### config.mk
export PLATFORM = sky130hd
export DESIGN_NAME = affine_sb_sched_flat
export DESIGN_NICKNAME = d
export VERILOG_FILES = /design/src/rtl/affine_pkg.sv /design/src/rtl/affine_sb_sched_if.sv /design/src/rtl/affine_sb_raster_cnt.sv /design/src/rtl/affine_sb_sched.sv /design/src/flat_wrapper.sv
export SDC_FILE = /design/constraint.sdc
export NUM_CORES = 1
export LEC_CHECK = 0
export ABC_AREA = 0
export CORE_ASPECT_RATIO = 1.2
export CORE_MARGIN = 2
export CORE_UTILIZATION = 30
export CTS_BUF_LIST = sky130_fd_sc_hd__clkbuf_16
export CTS_CLUSTER_DIAMETER = 60
export DETAILED_ROUTE_END_ITERATION = 12
export GPL_TIMING_DRIVEN = 0
export HOLD_SLACK_MARGIN = 0.15
export SYNTH_ARGS = -nofsm -noshare
export SYNTH_HDL_FRONTEND = slang
export SYNTH_SLANG_ARGS = --single-unit
export TNS_END_PERCENT = 10
### constraint.sdc
create_clock -name clk -period 8.1 [get_ports clk]
set_input_delay 1.62 -clock clk [delete_from_list [all_inputs] [get_ports clk]]
set_output_delay 1.62 -clock clk [all_outputs]
set_load 0.1 [all_outputs]
### src/rtl/affine_pkg.sv
// Shared types and constants for the affine sub-block scheduler.
package affine_pkg;

  localparam int SB_SIZE     = 4;
  localparam int MAX_PU_SIZE = 128;
  localparam int SB_IDX_W    = 10;

  // Sub-block count per PU edge needs 0..32, the position within the edge 0..31.
  localparam int DIM_W = $clog2(MAX_PU_SIZE / SB_SIZE) + 1;
  localparam int POS_W = $clog2(MAX_PU_SIZE / SB_SIZE);

  typedef enum logic [2:0] {
    IDLE,
    FETCH,
    ISSUE,
    CALC,
    EXPORT,
    OUT,
    DONE,
    ERR
  } sched_state_t;

  // A PU edge is legal when non-zero, not above the maximum and a whole
  // number of sub-blocks.
  function automatic logic pu_dim_ok(input logic [7:0] sz, input int max_sz,
                                     input int sb_sh);
    logic [7:0] frac_mask;
    frac_mask = 8'((1 << sb_sh) - 1);
    return (sz != 8'd0) && (int'(sz) <= max_sz) && ((sz & frac_mask) == 8'd0);
  endfunction

endpackage

### src/rtl/affine_sb_sched_if.sv
// Scheduler-side bus: MV-table read, calculator strobes/offsets and the
// downstream valid/ready handshake.
interface affine_sb_sched_if #(
  parameter int IDX_W = 10
);
  logic                    mv_rd_en;
  logic [IDX_W-1:0]        mv_rd_idx;
  logic                    calc_en;
  logic                    calc_export;
  logic signed [7:0]       sb_dx;
  logic signed [7:0]       sb_dy;
  logic                    out_valid;
  logic                    out_ready;
  logic                    out_last;

  modport master (
    output mv_rd_en, mv_rd_idx, calc_en, calc_export, sb_dx, sb_dy,
           out_valid, out_last,
    input  out_ready
  );

  modport slave (
    input  mv_rd_en, mv_rd_idx, calc_en, calc_export, sb_dx, sb_dy,
           out_valid, out_last,
    output out_ready
  );
endinterface

### src/rtl/affine_sb_raster_cnt.sv
// Raster-order row/col walker over the sub-blocks of one PU: holds the PU
// dimensions in sub-blocks, wraps col into row, flags the final block and
// forms the MV-table index row*cols+col.
module affine_sb_raster_cnt
  import affine_pkg::*;
#(
  parameter int IDX_W = SB_IDX_W
) (
  input  logic             clk,
  input  logic             rst,
  input  logic             load,
  input  logic [DIM_W-1:0] cols_in,
  input  logic [DIM_W-1:0] rows_in,
  input  logic             advance,
  output logic [POS_W-1:0] row,
  output logic [POS_W-1:0] col,
  output logic             last,
  output logic [IDX_W-1:0] idx
);

  logic [DIM_W-1:0] cols_q;
  logic [DIM_W-1:0] rows_q;
  logic [POS_W-1:0] row_q;
  logic [POS_W-1:0] col_q;
  logic             last_col;
  logic             last_row;

  assign last_col = (DIM_W'(col_q) == cols_q - DIM_W'(1));
  assign last_row = (DIM_W'(row_q) == rows_q - DIM_W'(1));
  assign last     = last_col && last_row;

  // Unsigned multiply-add; the largest result 31*32+31 fits the index width.
  assign idx = IDX_W'(row_q) * IDX_W'(cols_q) + IDX_W'(col_q);

  assign row = row_q;
  assign col = col_q;

  // Dimension latch on load, raster advance on each accepted sub-block.
  // NOTE: sequential state uses non-blocking assignments so every register
  // samples the pre-edge values, regardless of statement order.
  always_ff @(posedge clk) begin
    if (rst) begin
      cols_q <= '0;
      rows_q <= '0;
      row_q  <= '0;
      col_q  <= '0;
    end else if (load) begin
      cols_q <= cols_in;
      rows_q <= rows_in;
      row_q  <= '0;
      col_q  <= '0;
    end else if (advance) begin
      if (last_col) begin
        col_q <= '0;
        row_q <= row_q + POS_W'(1);
      end else begin
        col_q <= col_q + POS_W'(1);
      end
    end
  end

endmodule

### src/rtl/affine_sb_sched.sv
// Affine PU sub-block scheduler: walks the PU in raster order, reads each
// sub-block MV, spaces the calculator en/export strobes and hands results
// downstream over valid/ready.
// Optional build macro AFFINE_SB_SCHED_PERF_EN adds stall_cnt/sb_cnt
// performance counters.
module affine_sb_sched
  import affine_pkg::*;
#(
  parameter int MAX_PU = MAX_PU_SIZE,
  parameter int SB     = SB_SIZE,
  parameter int IDX_W  = SB_IDX_W
) (
  input  logic                clk,
  input  logic                rst,
  input  logic                start,
  input  logic [7:0]          pu_w,
  input  logic [7:0]          pu_h,
  output logic                busy,
  output logic                done,
  output logic                err,
  affine_sb_sched_if.master   sb_if
`ifdef AFFINE_SB_SCHED_PERF_EN
  ,
  output logic [15:0]         stall_cnt,
  output logic [9:0]          sb_cnt
`endif
);

  localparam int SB_SH = $clog2(SB);

  sched_state_t     state_q;
  sched_state_t     state_d;

  logic             load;
  logic             advance;
  logic             size_ok;
  logic [POS_W-1:0] row;
  logic [POS_W-1:0] col;
  logic             last;
  logic [IDX_W-1:0] idx;

  logic             mv_rd_en;
  logic             calc_en;
  logic             calc_export;
  logic             out_valid;
  logic             out_last;

  assign size_ok = pu_dim_ok(pu_w, MAX_PU, SB_SH) && pu_dim_ok(pu_h, MAX_PU, SB_SH);

  affine_sb_raster_cnt #(
    .IDX_W (IDX_W)
  ) u_raster_cnt (
    .clk     (clk),
    .rst     (rst),
    .load    (load),
    .cols_in (DIM_W'(pu_w >> SB_SH)),
    .rows_in (DIM_W'(pu_h >> SB_SH)),
    .advance (advance),
    .row     (row),
    .col     (col),
    .last    (last),
    .idx     (idx)
  );

  // State register.
  always_ff @(posedge clk) begin
    if (rst) state_q <= IDLE;
    else     state_q <= state_d;
  end

  // Next-state and Moore/handshake outputs.
  // NOTE: every signal written here gets a default first, so no path leaves
  // one unassigned and no latch is inferred.
  always_comb begin
    state_d     = state_q;
    load        = 1'b0;
    advance     = 1'b0;
    busy        = 1'b0;
    done        = 1'b0;
    err         = 1'b0;
    mv_rd_en    = 1'b0;
    calc_en     = 1'b0;
    calc_export = 1'b0;
    out_valid   = 1'b0;
    out_last    = 1'b0;
    unique case (state_q)
      IDLE: begin
        if (start) begin
          load    = 1'b1;
          state_d = size_ok ? FETCH : ERR;
        end
      end
      ERR: begin
        err     = 1'b1;
        state_d = IDLE;
      end
      FETCH: begin
        busy     = 1'b1;
        mv_rd_en = 1'b1;
        state_d  = ISSUE;
      end
      ISSUE: begin
        busy    = 1'b1;
        calc_en = 1'b1;
        state_d = CALC;
      end
      CALC: begin
        // Calculator resolves its row address; no strobes this cycle.
        busy    = 1'b1;
        state_d = EXPORT;
      end
      EXPORT: begin
        busy        = 1'b1;
        calc_en     = 1'b1;
        calc_export = 1'b1;
        state_d     = OUT;
      end
      OUT: begin
        busy      = 1'b1;
        out_valid = 1'b1;
        out_last  = last;
        if (sb_if.out_ready) begin
          advance = 1'b1;
          state_d = last ? DONE : FETCH;
        end
      end
      DONE: begin
        busy    = 1'b1;
        done    = 1'b1;
        state_d = IDLE;
      end
      default: state_d = IDLE;
    endcase
  end

  assign sb_if.mv_rd_en    = mv_rd_en;
  assign sb_if.mv_rd_idx   = mv_rd_en ? idx : '0;
  assign sb_if.calc_en     = calc_en;
  assign sb_if.calc_export = calc_export;
  assign sb_if.out_valid   = out_valid;
  assign sb_if.out_last    = out_last;
  // Offsets come straight from the counter registers, so they hold from
  // FETCH through OUT and move only on a handshake.
  assign sb_if.sb_dx       = 8'(col) << SB_SH;
  assign sb_if.sb_dy       = 8'(row) << SB_SH;

`ifdef AFFINE_SB_SCHED_PERF_EN
  // Stall-cycle (saturating) and handshake counters, cleared per PU.
  always_ff @(posedge clk) begin
    if (rst) begin
      stall_cnt <= '0;
      sb_cnt    <= '0;
    end else if (state_q == IDLE && start) begin
      stall_cnt <= '0;
      sb_cnt    <= '0;
    end else begin
      if (out_valid && !sb_if.out_ready && stall_cnt != 16'hFFFF)
        stall_cnt <= stall_cnt + 16'd1;
      if (advance)
        sb_cnt <= sb_cnt + 10'd1;
    end
  end
`endif

endmodule

### src/flat_wrapper.sv
// flat-port wrapper written by rule: the top's interface ports become plain ports
module affine_sb_sched_flat import affine_pkg::*;
#(
  parameter int MAX_PU = MAX_PU_SIZE,
  parameter int SB     = SB_SIZE,
  parameter int IDX_W  = SB_IDX_W
)
  (clk, rst, start, pu_w, pu_h, busy, done, err, sb_if_mv_rd_en, sb_if_mv_rd_idx, sb_if_calc_en, sb_if_calc_export, sb_if_sb_dx, sb_if_sb_dy, sb_if_out_valid, sb_if_out_last, sb_if_out_ready);
  affine_sb_sched_if #(.IDX_W(IDX_W)) sb_if_i ();
  input  logic clk;
  input  logic rst;
  input  logic start;
  input  logic [7:0] pu_w;
  input  logic [7:0] pu_h;
  output logic busy;
  output logic done;
  output logic err;
  output wire logic [$bits(sb_if_i.mv_rd_en)-1:0] sb_if_mv_rd_en;
  output wire logic [$bits(sb_if_i.mv_rd_idx)-1:0] sb_if_mv_rd_idx;
  output wire logic [$bits(sb_if_i.calc_en)-1:0] sb_if_calc_en;
  output wire logic [$bits(sb_if_i.calc_export)-1:0] sb_if_calc_export;
  output wire logic [$bits(sb_if_i.sb_dx)-1:0] sb_if_sb_dx;
  output wire logic [$bits(sb_if_i.sb_dy)-1:0] sb_if_sb_dy;
  output wire logic [$bits(sb_if_i.out_valid)-1:0] sb_if_out_valid;
  output wire logic [$bits(sb_if_i.out_last)-1:0] sb_if_out_last;
  input wire logic [$bits(sb_if_i.out_ready)-1:0] sb_if_out_ready;
  assign sb_if_mv_rd_en = sb_if_i.mv_rd_en;
  assign sb_if_mv_rd_idx = sb_if_i.mv_rd_idx;
  assign sb_if_calc_en = sb_if_i.calc_en;
  assign sb_if_calc_export = sb_if_i.calc_export;
  assign sb_if_sb_dx = sb_if_i.sb_dx;
  assign sb_if_sb_dy = sb_if_i.sb_dy;
  assign sb_if_out_valid = sb_if_i.out_valid;
  assign sb_if_out_last = sb_if_i.out_last;
  assign sb_if_i.out_ready = sb_if_out_ready;
  affine_sb_sched #(.MAX_PU(MAX_PU), .SB(SB), .IDX_W(IDX_W)) u_core (.clk(clk), .rst(rst), .start(start), .pu_w(pu_w), .pu_h(pu_h), .busy(busy), .done(done), .err(err), .sb_if(sb_if_i));
endmodule
# Word level (Yosys, flattened, before mapping)
# Cells that the tools add are included.
[totals] reg_bits=25
[classes] n_mul=1 magnitude_cmp=2 n_addsub=5 n_eq_ne=11 n_reduce_logical=17 n_mux=19
[op_table] cell="3-bit case mux with 7 select lines" count=1
[op_table] cell="8-bit <= comparator (second input constant)" count=2
[op_table] cell="8-bit zero test" count=2
[op_table] cell="8-bit nonzero test" count=2
[op_table] cell="3-bit == test (second input constant)" count=4
[op_table] cell="5-bit by 6-bit == test with 1-bit output" count=2
[op_table] cell="1-bit 2-to-1 mux" count=12
[op_table] cell="3-bit 2-to-1 mux" count=4
[op_table] cell="6-bit by 1-bit subtractor with 6-bit output (second input constant)" count=2
[op_table] cell="10-bit by 5-bit adder with 10-bit output" count=1
[op_table] cell="5-bit by 1-bit adder with 5-bit output (second input constant)" count=2
[op_table] cell="5-bit by 6-bit multiplier with 10-bit output" count=1
[op_table] cell="10-bit 2-to-1 mux" count=1
[op_table] cell="3-bit by 2-bit == test with 1-bit output (second input constant)" count=2
[op_table] cell="1-bit logical AND" count=6
[op_table] cell="2-bit OR reduction" count=3
[op_table] cell="6-bit OR reduction" count=1
[op_table] cell="5-bit 2-to-1 mux" count=1
[op_table] cell="2-bit inequality test (second input constant)" count=2
[op_table] cell="2-bit AND reduction" count=2
[op_table] cell="3-bit by 1-bit == test with 1-bit output (second input constant)" count=1
[op_table] cell="3-bit zero test" count=1

# Depth between registers and ports, before layout
# Gate-level depths: netlist (run 1).
[depth] ltp_word=7 depth_mapped=15 mapped_depth_nobuf=14

# Modules after synthesis
# A second synthesis (run 1) with hierarchy kept.
[unflattened] hier_cells=334 area_unflattened_um2=2722.6
[by_module_without_submodules] module="affine_sb_raster_cnt" seq_area_each_um2=440.4 cells_per_inst=270 n_inst=1 area_per_inst_um2=2268.4
[by_module_without_submodules] module="affine_sb_sched" seq_area_each_um2=60.1 cells_per_inst=64 n_inst=1 area_per_inst_um2=454.2

# Least setup slack after synthesis (run 1)
# OpenSTA, ideal clock, no wires.
[synth_timing] kind="register to output" start="reg u_core.u_raster_cnt.row_q[4], in the netlist u_core.u_raster_cnt.row[4]" end="out sb_if_mv_rd_idx[9]" path_stages_with_launch=13 arrival_time_ns=5.248 n_path_buf=1 slack_ns=1.232 required_time_ns=6.480 cell_sequence="dfxtp_1 -> clkbuf_1 -> nand2_1 -> fa_1 -> fa_1 -> fa_1 -> inv_1 -> ha_1 -> a21oi_1 -> o21ai_0 -> o41ai_1 -> xnor2_1 -> nor2_1"
[synth_via] elab_chain_cells=3
[synth_rtl] element="start, declared" line_no="affine_sb_raster_cnt.sv:23" source="logic [POS_W-1:0] row_q;"
[synth_rtl] element="start signal, assigned" line_no="affine_sb_raster_cnt.sv:55" source="row_q <= row_q + POS_W'(1);"
[synth_rtl] element="5-bit by 6-bit multiplier with 10-bit output" line_no="affine_sb_raster_cnt.sv:33" source="assign idx = IDX_W'(row_q) * IDX_W'(cols_q) + IDX_W'(col_q);"
[synth_rtl] element="10-bit by 5-bit adder with 10-bit output" line_no="affine_sb_raster_cnt.sv:33"
[synth_rtl] element="10-bit 2-to-1 mux" line_no="affine_sb_sched.sv:137" source="assign sb_if.mv_rd_idx = mv_rd_en ? idx : '0;"
[synth_rtl] element="end, declared" line_no="flat_wrapper.sv:19" source="output wire logic [$bits(sb_if_i.mv_rd_idx)-1:0] sb_if_mv_rd_idx;"
# Every way passes these cells.

# Final worst setup path (run 1)
# Same ends and word-level chain as after synthesis.

==> run_results.csv, run 1 <==
group,metric,value,unit
critical_path,r2r_slack,5.68,ns
synthesis,synthArstFlopShare,0,%
power_and_ir_drop,swShare,48.5,%
critical_path,cp-start-kind,"flop",
global_route,antenna_found_initial,0,
power_and_ir_drop,p_seq_share,24.2,%
floorplanning,core_area,8940,µm²
detailed_routing,via_per_inst,4.61,
worst_hold_path,hp-start,"u_core.u_raster_cnt.rows_q[5]$_SDFFE_PP0P_",
cts,holdBufCountCts,0,
detailed_routing,first_pass_iters,4,
synthesis,ys_types,54,
sta,slew_headroom,34.4,%
placed_design,io_buffer_count,47,
critical_path,r2r_cells,8,
power_and_ir_drop,p_sw,0.000318,W
cts,clockRootBuffer,"clkbuf_16",
cells_and_area,final_area,3440,µm²
synthesis,seq_area_frac_synth,18.4,%
cts,numCtsBuffers,3,
sta,worst_pin_slew,0.980,ns
sta,finalCritPeriodShare,83.5,%
sta,rsz0062_at_grt,"false",
floorplanning,die_w,90.9,µm
detailed_routing,wirelength,5820,µm
sta,post-route-min-period,6.76,ns
cts,clk_pin_slew,0.07,ns
detailed_routing,met2WireLength,2860,µm
detailed_routing,drc,0,
synthesis,ys.flop_type,"dfxtp_1",
power_and_ir_drop,p_int,0.000337,W
detailed_routing,top_layer_used,"met4",
floorplanning,die_y,108,µm
sta,hold_violations,0,
placed_design,gp_congestion,0.816,
critical_path,path_max_fanout,9,
sta,fin_skew,0.00563,ns
placed_design,dpl.hpwl,4810,µm
synthesis,netlist_instances,336,
power_and_ir_drop,ir_drop,0.204,mV
worst_hold_path,hold_class,"flop to flop",
run_status,status,"finished, final reports clean",
detailed_routing,drt-met1-wl,2690,µm
sta,slew_viol_final,0,
global_route,gr-usage-all-layers,12.2,%
cells_and_area,final_cell_mix,"nand2_1, clkdlybuf4s50_1, inv_1, dfxtp_1, nor2_1",
cts,insertion_delay,0.26,ns
critical_path,cp.required,6.48,ns
cells_and_area,multiInputGateArea,1960,µm²
power_and_ir_drop,power_frac_comb,59.0,%
critical_path,critical_path_arrival,5.14,ns
detailed_routing,drt-initial-drc-count,56,
floorplanning,start_util,30.4,%
floorplanning,die_area,9850,µm²
run,max-cap-violations,0,
synthesis,synth_edf_count,0,
sta,whs,0.474,ns
critical_path,critPathKind,"flop to output pin",
floorplanning,io-pin-count,54,
cells_and_area,drive_above_1_share,8.93,%
detailed_routing,vias,2360,
detailed_routing,met3WireLength,244,µm
synthesis,syn_area,2720,µm²
critical_path,worstSetupEndpointType,"output pin",
detailed_routing,wl_per_cell,11.4,µm
cts,cts_tree,"yes",
detailed_routing,drtAntennaViolNets,0,
cts,htreeDepth,1,
global_route,grt_pass1_vias,2244,
critical_path,reg2reg_from,"u_core.u_raster_cnt.cols_q[1]$_SDFFE_PP0P_",
synthesis,synth.area.top_cells,"dfxtp_1, fa_1, ha_1",
power_and_ir_drop,power_density,190,nW/µm²
sta,setup_viol,0,
cells_and_area,synthToLayoutAreaGrowth,26.5,%
global_route,grt_overflow,0,
cts,cts.sinks,25,
global_route,grt_max_degree,16,
power_and_ir_drop,power.clock.fraction,16.8,%
synthesis,yosysTopAreaCell,"dfxtp_1",
cts,cts_resized,0,
synthesis,ys_seq_elements,25,
cells_and_area,seq_area,500,µm²
sta,tns,0,ns
power_and_ir_drop,power.leakage,1.48,nW
sta,fmax,0.148,GHz
cells_and_area,nFillCells,981,
cells_and_area,fin_nets,452,
worst_hold_path,hold_path_end,"u_core.u_raster_cnt.rows_q[5]$_SDFFE_PP0P_",
synthesis,yosys_warnings,0,
cts,clockBufferDepth,2,
worst_hold_path,hold_depth,2,
critical_path,worst_r2r_endpoint,"u_core.u_raster_cnt.row[2]$_SDFFE_PP0P_",
cells_and_area,layout_commonest_cell,"nand2_1",
cts,cts_setup_buffers,0,
global_route,grt_first_pass_wirelength,10000,µm
placed_design,placed_area,3360,µm²
cells_and_area,diodes,0,
synthesis,synth_top_area_share,18.4,%
synthesis,synth.avg_cell_area,8.10,µm²
floorplanning,num_rows,38,
## how the worst max path moves through the flow
| stage | start | end | slack, ns | cells after the start |
|---|---|---|---|---|
| final | u_core.u_raster_cnt.row[4]$_SDFFE_PP0P_ | sb_if_mv_rd_idx[9] | 1.34 | 13 |
| after global routing | u_core.u_raster_cnt.row[4]$_SDFFE_PP0P_ | sb_if_mv_rd_idx[9] | 1.09 | 13 |
| after detailed placement | u_core.u_raster_cnt.row[4]$_SDFFE_PP0P_ | sb_if_mv_rd_idx[9] | 1.59 | 13 |
| after global placement | u_core.u_raster_cnt.row[4]$_SDFFE_PP0P_ | sb_if_mv_rd_idx[9] | 1.60 | 13 |
| after floorplan | u_core.u_raster_cnt.row[4]$_SDFFE_PP0P_ | sb_if_mv_rd_idx[9] | 1.23 | 12 |
| after CTS | u_core.u_raster_cnt.row[4]$_SDFFE_PP0P_ | sb_if_mv_rd_idx[9] | 1.30 | 13 |
## synth_stat cells, drive strengths merged (4+ instances only)
cell type  number
nand2          53
and2           23
or4             4
a21oi          22
nor3            9
o21ai           9
dfxtp          25
or3             4
xnor2          12
ha             23
nand4           4
buf            13
nor2           24
clkbuf         11
nand3           5
fa             16
inv            27
xor2           13
## layout make-up
class                      instances  area share, %
tap                              120           4.36
clock inverter                     1          0.218
timing repair buffer              47           13.7
clock buffer                       3           2.18
multi-input combinational        265           56.8
sequential                        25           14.5
buffer                            24           5.27
inverter                          27           2.94
## state kept, by name, indices dropped and copies added (netlist names)
register / count
u_core.u_raster_cnt.rows_q: 6
u_core.state_q: 3
u_core.u_raster_cnt.cols_q: 6
u_core.u_raster_cnt.row: 5
u_core.u_raster_cnt.col: 5
## worst max-delay path, cell delays in order (launching register included)
cell,delay (ns)
dfxtp_1,0.34
clkbuf_1,0.36
nand2_1,0.14
fa_1,0.52
fa_1,0.52
fa_1,0.54
inv_1,0.04
ha_1,0.32
a21oi_1,0.21
o21ai_0,0.17
o41ai_1,0.35
xnor2_1,0.13
nor2_1,0.10
clkdlybuf4s50_1,1.13
## routing by layer
metal / vias up / track usage [%]
met4: 0 / 1.62
li1: 1205 / -
met5: - / 0
met1: 1102 / 15.0
met2: 49 / 22.5
met3: 4 / 2.44
## stage by stage
| stage | cells | setup slack (ns) | total power (W) | util, % |
|---|---|---|---|---|
| floorplan | 341 | 1.23 | 0.000466 | - |
| global placement | 508 | 1.60 | 0.000544 | 37.6 |
| detailed placement | 508 | 1.59 | 0.000549 | 37.6 |
| CTS | 512 | 1.30 | 0.000660 | 38.5 |
| global route | 512 | 1.09 | 0.000698 | 38.5 |
| finish | 512 | 1.34 | 0.000654 | 38.5 |
## cells by family after synthesis
kind of cell | after synthesis | share of synthesized area [%]
fa+ha+maj | 39 | 22.4
buf+inv | 51 | 10.4
flops | 25 | 18.4
compound gates | 44 | 10.1
other cells | 1 | 0.138
mux | 4 | 1.52
simple gates | 147 | 28.7
xor+xnor | 25 | 8.33
## power groups by stage
| stage | logic [W] | registers (W) | clock network, W |
|---|---|---|---|
| 2_1_floorplan | 0.000307 | 0.000160 | 0 |
| 5_1_grt | 0.000419 | 0.000161 | 0.000118 |
| 3_5_place_dp | 0.000387 | 0.000161 | 0 |
| 4_1_cts | 0.000389 | 0.000158 | 0.000113 |
| 6_report | 0.000386 | 0.000158 | 0.000110 |
| 3_3_place_gp | 0.000384 | 0.000161 | 0 |
(Power assumes the default switching activity.)
==> run 2: changes to the inputs <==
Clock period 8.1 ns to 6.4 ns, I/O delays scaled along.
==> run 2 against run 1 <==
Register-to-register slack got worse by 1.7 ns; cell count did not move; non-clock buffer count stayed put; critical path type unchanged; largest cell class unchanged; highest routed layer unchanged.
==> run_results.csv, run 2 (synthesis results as in run 1) <==
group,metric,value,unit
critical_path,cp-start-kind,"flop",
sta,setup_viol,0,
placed_design,io_buffer_count,47,
placed_design,dpl.hpwl,4830,µm
detailed_routing,drc,0,
worst_hold_path,hp-start,"u_core.u_raster_cnt.rows_q[5]$_SDFFE_PP0P_",
global_route,grt_overflow,0,
critical_path,crit_top_cell,"fa_1",
detailed_routing,first_pass_iters,4,
critical_path,critPathKind,"flop to output pin",
cts,cts.sinks,25,
cells_and_area,final_cell_mix,"nand2_1, clkdlybuf4s50_1, inv_1, dfxtp_1",
critical_path,critPathMaxStageDelay,0.85,ns
global_route,grt_max_degree,16,
global_route,antenna_found_initial,0,
detailed_routing,top_layer_used,"met4",
cts,holdBufCountCts,0,
power_and_ir_drop,power_frac_comb,59.1,%
power_and_ir_drop,swShare,48.9,%
critical_path,reg2reg_from,"u_core.u_raster_cnt.cols_q[1]$_SDFFE_PP0P_",
worst_hold_path,hold_path_end,"u_core.u_raster_cnt.rows_q[5]$_SDFFE_PP0P_",
cts,cts_setup_buffers,0,
cells_and_area,final_area,3450,µm²
critical_path,critical_path_arrival,4.85,ns
sta,fin_skew,0.00826,ns
run_status,status,"finished, final reports clean",
detailed_routing,drtAntennaViolNets,0,
cts,cts_tree,"yes",
power_and_ir_drop,power.leakage,1.52,nW
placed_design,gp_congestion,0.823,
detailed_routing,met3WireLength,321,µm
critical_path,r2r_slack,3.96,ns
power_and_ir_drop,p_seq_share,24.0,%
sta,finalCritPeriodShare,95.8,%
detailed_routing,drt-initial-drc-count,57,
cts,numCtsBuffers,3,
sta,slew_viol_final,0,
cts,clk_pin_slew,0.07,ns
global_route,grt_first_pass_wirelength,10200,µm
power_and_ir_drop,power,0.000834,W
power_and_ir_drop,ir_drop,0.295,mV
power_and_ir_drop,p_int,0.000426,W
power_and_ir_drop,power.clock.fraction,16.9,%
cells_and_area,synthToLayoutAreaGrowth,26.8,%
cts,clockBufferDepth,2,
sta,post-route-min-period,6.13,ns
cts,htreeDepth,1,
global_route,grt_pass1_vias,2313,
floorplanning,die_y,108,µm
cts,clockRootBuffer,"clkbuf_16",
critical_path,cp_top_family,"adder cells",
placed_design,placed_area,3360,µm²
detailed_routing,met2WireLength,2840,µm
worst_hold_path,hold_class,"flop to flop",
critical_path,worstSetupEndpointType,"output pin",
floorplanning,io-pin-count,54,
floorplanning,core_area,8940,µm²
sta,rsz0062_at_grt,"false",
detailed_routing,via_per_inst,4.60,
power_and_ir_drop,p_sw,0.000408,W
detailed_routing,wl_per_cell,11.5,µm
sta,tns,0,ns
sta,worst_pin_slew,0.990,ns
critical_path,crit_chain,"clkbuf_1, nand2_1, fa_1, fa_1, fa_1, inv_1, ha_1, a21oi_1, o21ai_0, o41ai_1, xnor2_1, nor2_2, dlygate4sd2_1",
cells_and_area,layout_commonest_cell,"nand2_1",
critical_path,r2r_cells,8,
floorplanning,start_util,30.4,%
sta,slew_headroom,33.8,%
cells_and_area,reg.largest.list,"u_core.u_raster_cnt.cols_q: 6 flops, u_core.u_raster_cnt.rows_q: 6 flops",
global_route,gr-usage-all-layers,12.5,%
sta,fmax,0.163,GHz
sta,hold_violations,0,
cells_and_area,drive_above_1_share,9.18,%
detailed_routing,vias,2357,
critical_path,cp.required,5.12,ns
critical_path,path_depth,13,
critical_path,path_max_fanout,9,
worst_hold_path,hold_depth,2,
critical_path,critPathSlowestCell,"dlygate4sd2_1",
detailed_routing,wirelength,5900,µm
cells_and_area,fin_nets,452,
detailed_routing,drt-met1-wl,2670,µm
run,max-cap-violations,0,
floorplanning,die_area,9850,µm²
cells_and_area,diodes,0,
critical_path,cp_num_buf_inv,3,
floorplanning,num_rows,38,
critical_path,worst_r2r_endpoint,"u_core.u_raster_cnt.row[2]$_SDFFE_PP0P_",
power_and_ir_drop,power_density,242,nW/µm²
floorplanning,die_w,90.9,µm
cts,insertion_delay,0.26,ns
-- run 2: cell count changes in the layout (fill, tap and decap cells not counted) --
| cell | delta |
|---|---|
| dlymetal6s2s_1 | +2 |
| dlygate4sd2_1 | +1 |
| nor2_1 | -1 |
| clkdlybuf4s50_1 | -3 |
| nor2_2 | +1 |
-- run 2: power by group through the flow --
stage | Clock [W] | Combinational, W | Sequential, W
2_1_floorplan | 0 | 0.000389 | 0.000202
3_3_place_gp | 0 | 0.000487 | 0.000203
3_5_place_dp | 0 | 0.000492 | 0.000204
4_1_cts | 0.000144 | 0.000494 | 0.000201
5_1_grt | 0.000151 | 0.000532 | 0.000204
6_report | 0.000141 | 0.000493 | 0.000200
-- run 2: worst max-delay path by stage --
| stage | startpoint | end |
|---|---|---|
| after floorplan | u_core.u_raster_cnt.row[4]$_SDFFE_PP0P_ | sb_if_mv_rd_idx[8] |
| after global placement | u_core.u_raster_cnt.row[4]$_SDFFE_PP0P_ | sb_if_mv_rd_idx[9] |
| after detailed placement | u_core.u_raster_cnt.row[4]$_SDFFE_PP0P_ | sb_if_mv_rd_idx[9] |
| after CTS | u_core.u_raster_cnt.row[4]$_SDFFE_PP0P_ | sb_if_mv_rd_idx[8] |
| after global routing | u_core.u_raster_cnt.row[4]$_SDFFE_PP0P_ | sb_if_mv_rd_idx[9] |
| final | u_core.u_raster_cnt.row[4]$_SDFFE_PP0P_ | sb_if_mv_rd_idx[9] |
-- run 2: repair_timing --
action	4_1_cts	5_1_grt
endpoints found under the hold margin	0	0
resized for setup	1	2
setup endpoints to repair	1	2
-- run 2: final cells by class --
type	count	area, µm²
clock inverter	1	7.51
clock buffer	3	75.1
tap	120	150
fill	970	5490
timing repair buffer	47	474
inverter	27	101
multi-input combinational	265	1960
buffer	24	181
sequential	25	500
-- run 2: metrics by stage --
stage / setup slack, ns / hold WS (ns) / util [%] / cells
5_1_grt: 0.000913 / 0.507 / 38.6 / 512
3_5_place_dp: 0.233 / 0.462 / 37.6 / 508
3_3_place_gp: 0.243 / 0.458 / 37.6 / 508
2_1_floorplan: -0.0635 / 0.442 / - / 341
4_1_cts: 0.0889 / 0.478 / 38.5 / 512
6_report: 0.269 / 0.475 / 38.6 / 512
-- run 2: per-layer routing --
| layer | vias to the layer above | GRT usage, % |
|---|---|---|
| met5 | - | 0 |
| met1 | 1084 | 15.1 |
| met2 | 54 | 22.6 |
| li1 | 1213 | - |
| met4 | 0 | 2.49 |
| met3 | 6 | 3.21 |
-- run 2: worst reg2reg max path, delay by kind of cell, from the launching register on --
kind,cells,cell delay [ns]
adder cells (fa/ha/maj),1,0.23
AO/OA/AOI/OAI,2,0.36
flip-flops,1,0.50
buffers and inverters,1,0.08
AND/OR/NAND/NOR,4,1.20
==> run 3: changes to the inputs <==
Settings changed: CORE_MARGIN 2 to default.
==> run 3 against run 2 <==
Utilization is 0.99 points higher; sequential share of layout area hardly changed; global-route usage is 0.69 points higher; flip-flop and latch count stayed put; critical path depth is 2 higher; cell count is 0.59% lower; total power is 0.87% lower; wire length is 2.6% lower; first-iteration DRC count is 46% higher; clock-buffer cell count stayed put; sequential power hardly changed; clock power hardly changed; critical path type unchanged.
==> run_results.csv, run 3 (synthesis results as in run 1) <==
group,metric,value,unit
cts,holdBufCountCts,0,
cts,clk_pin_slew,0.07,ns
critical_path,cp-start-kind,"flop",
cts,cts_tree,"yes",
worst_hold_path,hold_class,"flop to flop",
sta,finalCritPeriodShare,96.4,%
critical_path,cp-startpoint,"u_core.u_raster_cnt.row[4]$_SDFFE_PP0P_",
sta,slew_viol_final,0,
global_route,grt_overflow,0,
critical_path,path_max_fanout,9,
cts,cts.sinks,25,
cells_and_area,reg.largest.list,"u_core.u_raster_cnt.cols_q: 6 flops, u_core.u_raster_cnt.rows_q: 6 flops",
power_and_ir_drop,power.leakage,1.50,nW
global_route,grt_pass1_vias,2266,
cts,clockRootBuffer,"clkbuf_16",
critical_path,reg2reg_from,"u_core.u_raster_cnt.cols_q[1]$_SDFFE_PP0P_",
floorplanning,core_area,8700,µm²
placed_design,io_buffer_count,47,
power_and_ir_drop,p_seq_share,24.2,%
detailed_routing,vias,2354,
power_and_ir_drop,power_frac_comb,59.0,%
critical_path,critPathKind,"flop to output pin",
placed_design,placed_area,3360,µm²
cts,numCtsBuffers,3,
global_route,gr-usage-all-layers,13.2,%
power_and_ir_drop,power_density,240,nW/µm²
sta,hold_violations,0,
cells_and_area,layout_commonest_cell,"nand2_1",
placed_design,pre_cts_ws,0.239,ns
detailed_routing,drc,0,
power_and_ir_drop,p_int,0.000426,W
sta,fmax,0.162,GHz
cells_and_area,final_cell_mix,"nand2_1, clkdlybuf4s50_1, inv_1, dfxtp_1",
worst_hold_path,hp-start,"u_core.u_raster_cnt.rows_q[5]$_SDFFE_PP0P_",
global_route,antenna_found_initial,0,
placed_design,gp_congestion,0.847,
cts,htreeDepth,1,
power_and_ir_drop,ir_drop,0.286,mV
run,max-cap-violations,0,
detailed_routing,wl_per_cell,11.3,µm
cells_and_area,seq_area,500,µm²
cells_and_area,fin_nets,452,
cells_and_area,drive_above_1_share,9.18,%
detailed_routing,via_per_inst,4.62,
sta,setup_viol,0,
detailed_routing,drt-initial-drc-count,83,
cts,clockBufferDepth,2,
sta,fin_skew,0.00851,ns
sta,worst_pin_slew,0.979,ns
global_route,grt_max_degree,16,
placed_design,dpl.hpwl,4690,µm
cells_and_area,nFillCells,943,
global_route,grt_first_pass_wirelength,10000,µm
power_and_ir_drop,p_sw,0.000401,W
cts,insertion_delay,0.26,ns
cells_and_area,final_area,3440,µm²
cells_and_area,multiInputGateArea,1960,µm²
critical_path,worstSetupEndpointType,"output pin",
floorplanning,die_area,9450,µm²
sta,post-route-min-period,6.17,ns
power_and_ir_drop,power.clock.fraction,16.8,%
sta,rsz0062_at_grt,"false",
floorplanning,die_w,88.9,µm
sta,slew_headroom,34.5,%
floorplanning,num_rows,37,
detailed_routing,drtAntennaViolNets,0,
power_and_ir_drop,swShare,48.5,%
floorplanning,start_util,31.3,%
floorplanning,die_y,106,µm
critical_path,cp.required,5.12,ns
detailed_routing,first_pass_iters,4,
detailed_routing,wirelength,5740,µm
sta,setup_ws,0.231,ns
cells_and_area,synthToLayoutAreaGrowth,26.6,%
run_status,status,"finished, final reports clean",
cells_and_area,diodes,0,
floorplanning,io-pin-count,54,
critical_path,critical_path_arrival,4.89,ns
[run 3: cell count changes in the layout (fill, tap and decap cells not counted), sizes merged]
cell / previous run / this run
clkdlybuf4s15: 0 / 1
clkdlybuf4s50: 44 / 45
dlygate4sd2: 1 / 0
dlymetal6s2s: 2 / 1
[run 3: cell type report]
cell class | count | area share (%)
Clock inverter | 1 | 0.218
Buffer | 24 | 5.27
Clock buffer | 3 | 2.18
Timing Repair Buffer | 47 | 13.7
Sequential cell | 25 | 14.5
Tap cell | 117 | 4.25
Multi-Input combinational cell | 265 | 56.9
Inverter | 27 | 2.94
[run 3: worst paths after layout]
path | end | slack, ns | cells past startpoint
worst max-delay path | sb_if_mv_rd_idx[7] | 0.23 | 15
worst min-delay path | u_core.u_raster_cnt.rows_q[5]$_SDFFE_PP0P_ | 0.47 | 2
worst max register to register | u_core.state_q[0]$_SDFFE_PP0P_ | 3.97 | 8
worst min register to register | u_core.u_raster_cnt.rows_q[5]$_SDFFE_PP0P_ | 0.47 | 2
[run 3: power groups by stage]
stage	clock [W]	sequential [W]	combinational (W)
after global placement	0	0.000203	0.000486
final	0.000139	0.000200	0.000488
after global routing	0.000151	0.000203	0.000528
after floorplan	0	0.000202	0.000389
after detailed placement	0	0.000204	0.000489
after CTS	0.000142	0.000201	0.000491
[run 3: routing by layer]
metal  track usage [%]  vias to the layer above  wire (µm)
met5                 0                        -          0
met4              1.73                        0         37
met3              3.11                        4        298
met2              22.9                       61       2780
met1              16.9                     1076       2620
li1                  -                     1213          -
[run 3: what timing repair did]
item | CTS | global route
setup endpoints to repair | 1 | 2
setup buffers | 0 | 0
gates resized for setup | 1 | 2
gates cloned | 0 | 0
[run 3: per-stage QoR]
stage	setup TNS [ns]	std cells	power [W]	util [%]	hold WS (ns)
after floorplan	-0.0635	341	0.000591	-	0.442
after global placement	0	505	0.000689	38.6	0.460
after detailed placement	0	505	0.000693	38.6	0.462
after CTS	0	509	0.000834	39.5	0.471
after global routing	0	509	0.000882	39.6	0.513
final	0	509	0.000827	39.6	0.468
[run 3: worst max-delay path, stage by stage (launching register included)]
cell	delay [ns]
dfxtp_1	0.33
clkbuf_1	0.35
nand2_1	0.14
fa_1	0.54
inv_1	0.05
fa_1	0.53
inv_1	0.05
fa_1	0.52
inv_1	0.04
ha_1	0.31
nand2_1	0.05
o21ai_0	0.25
nor2_1	0.09
xor2_1	0.15
nor2_1	0.08
clkdlybuf4s50_1	1.14
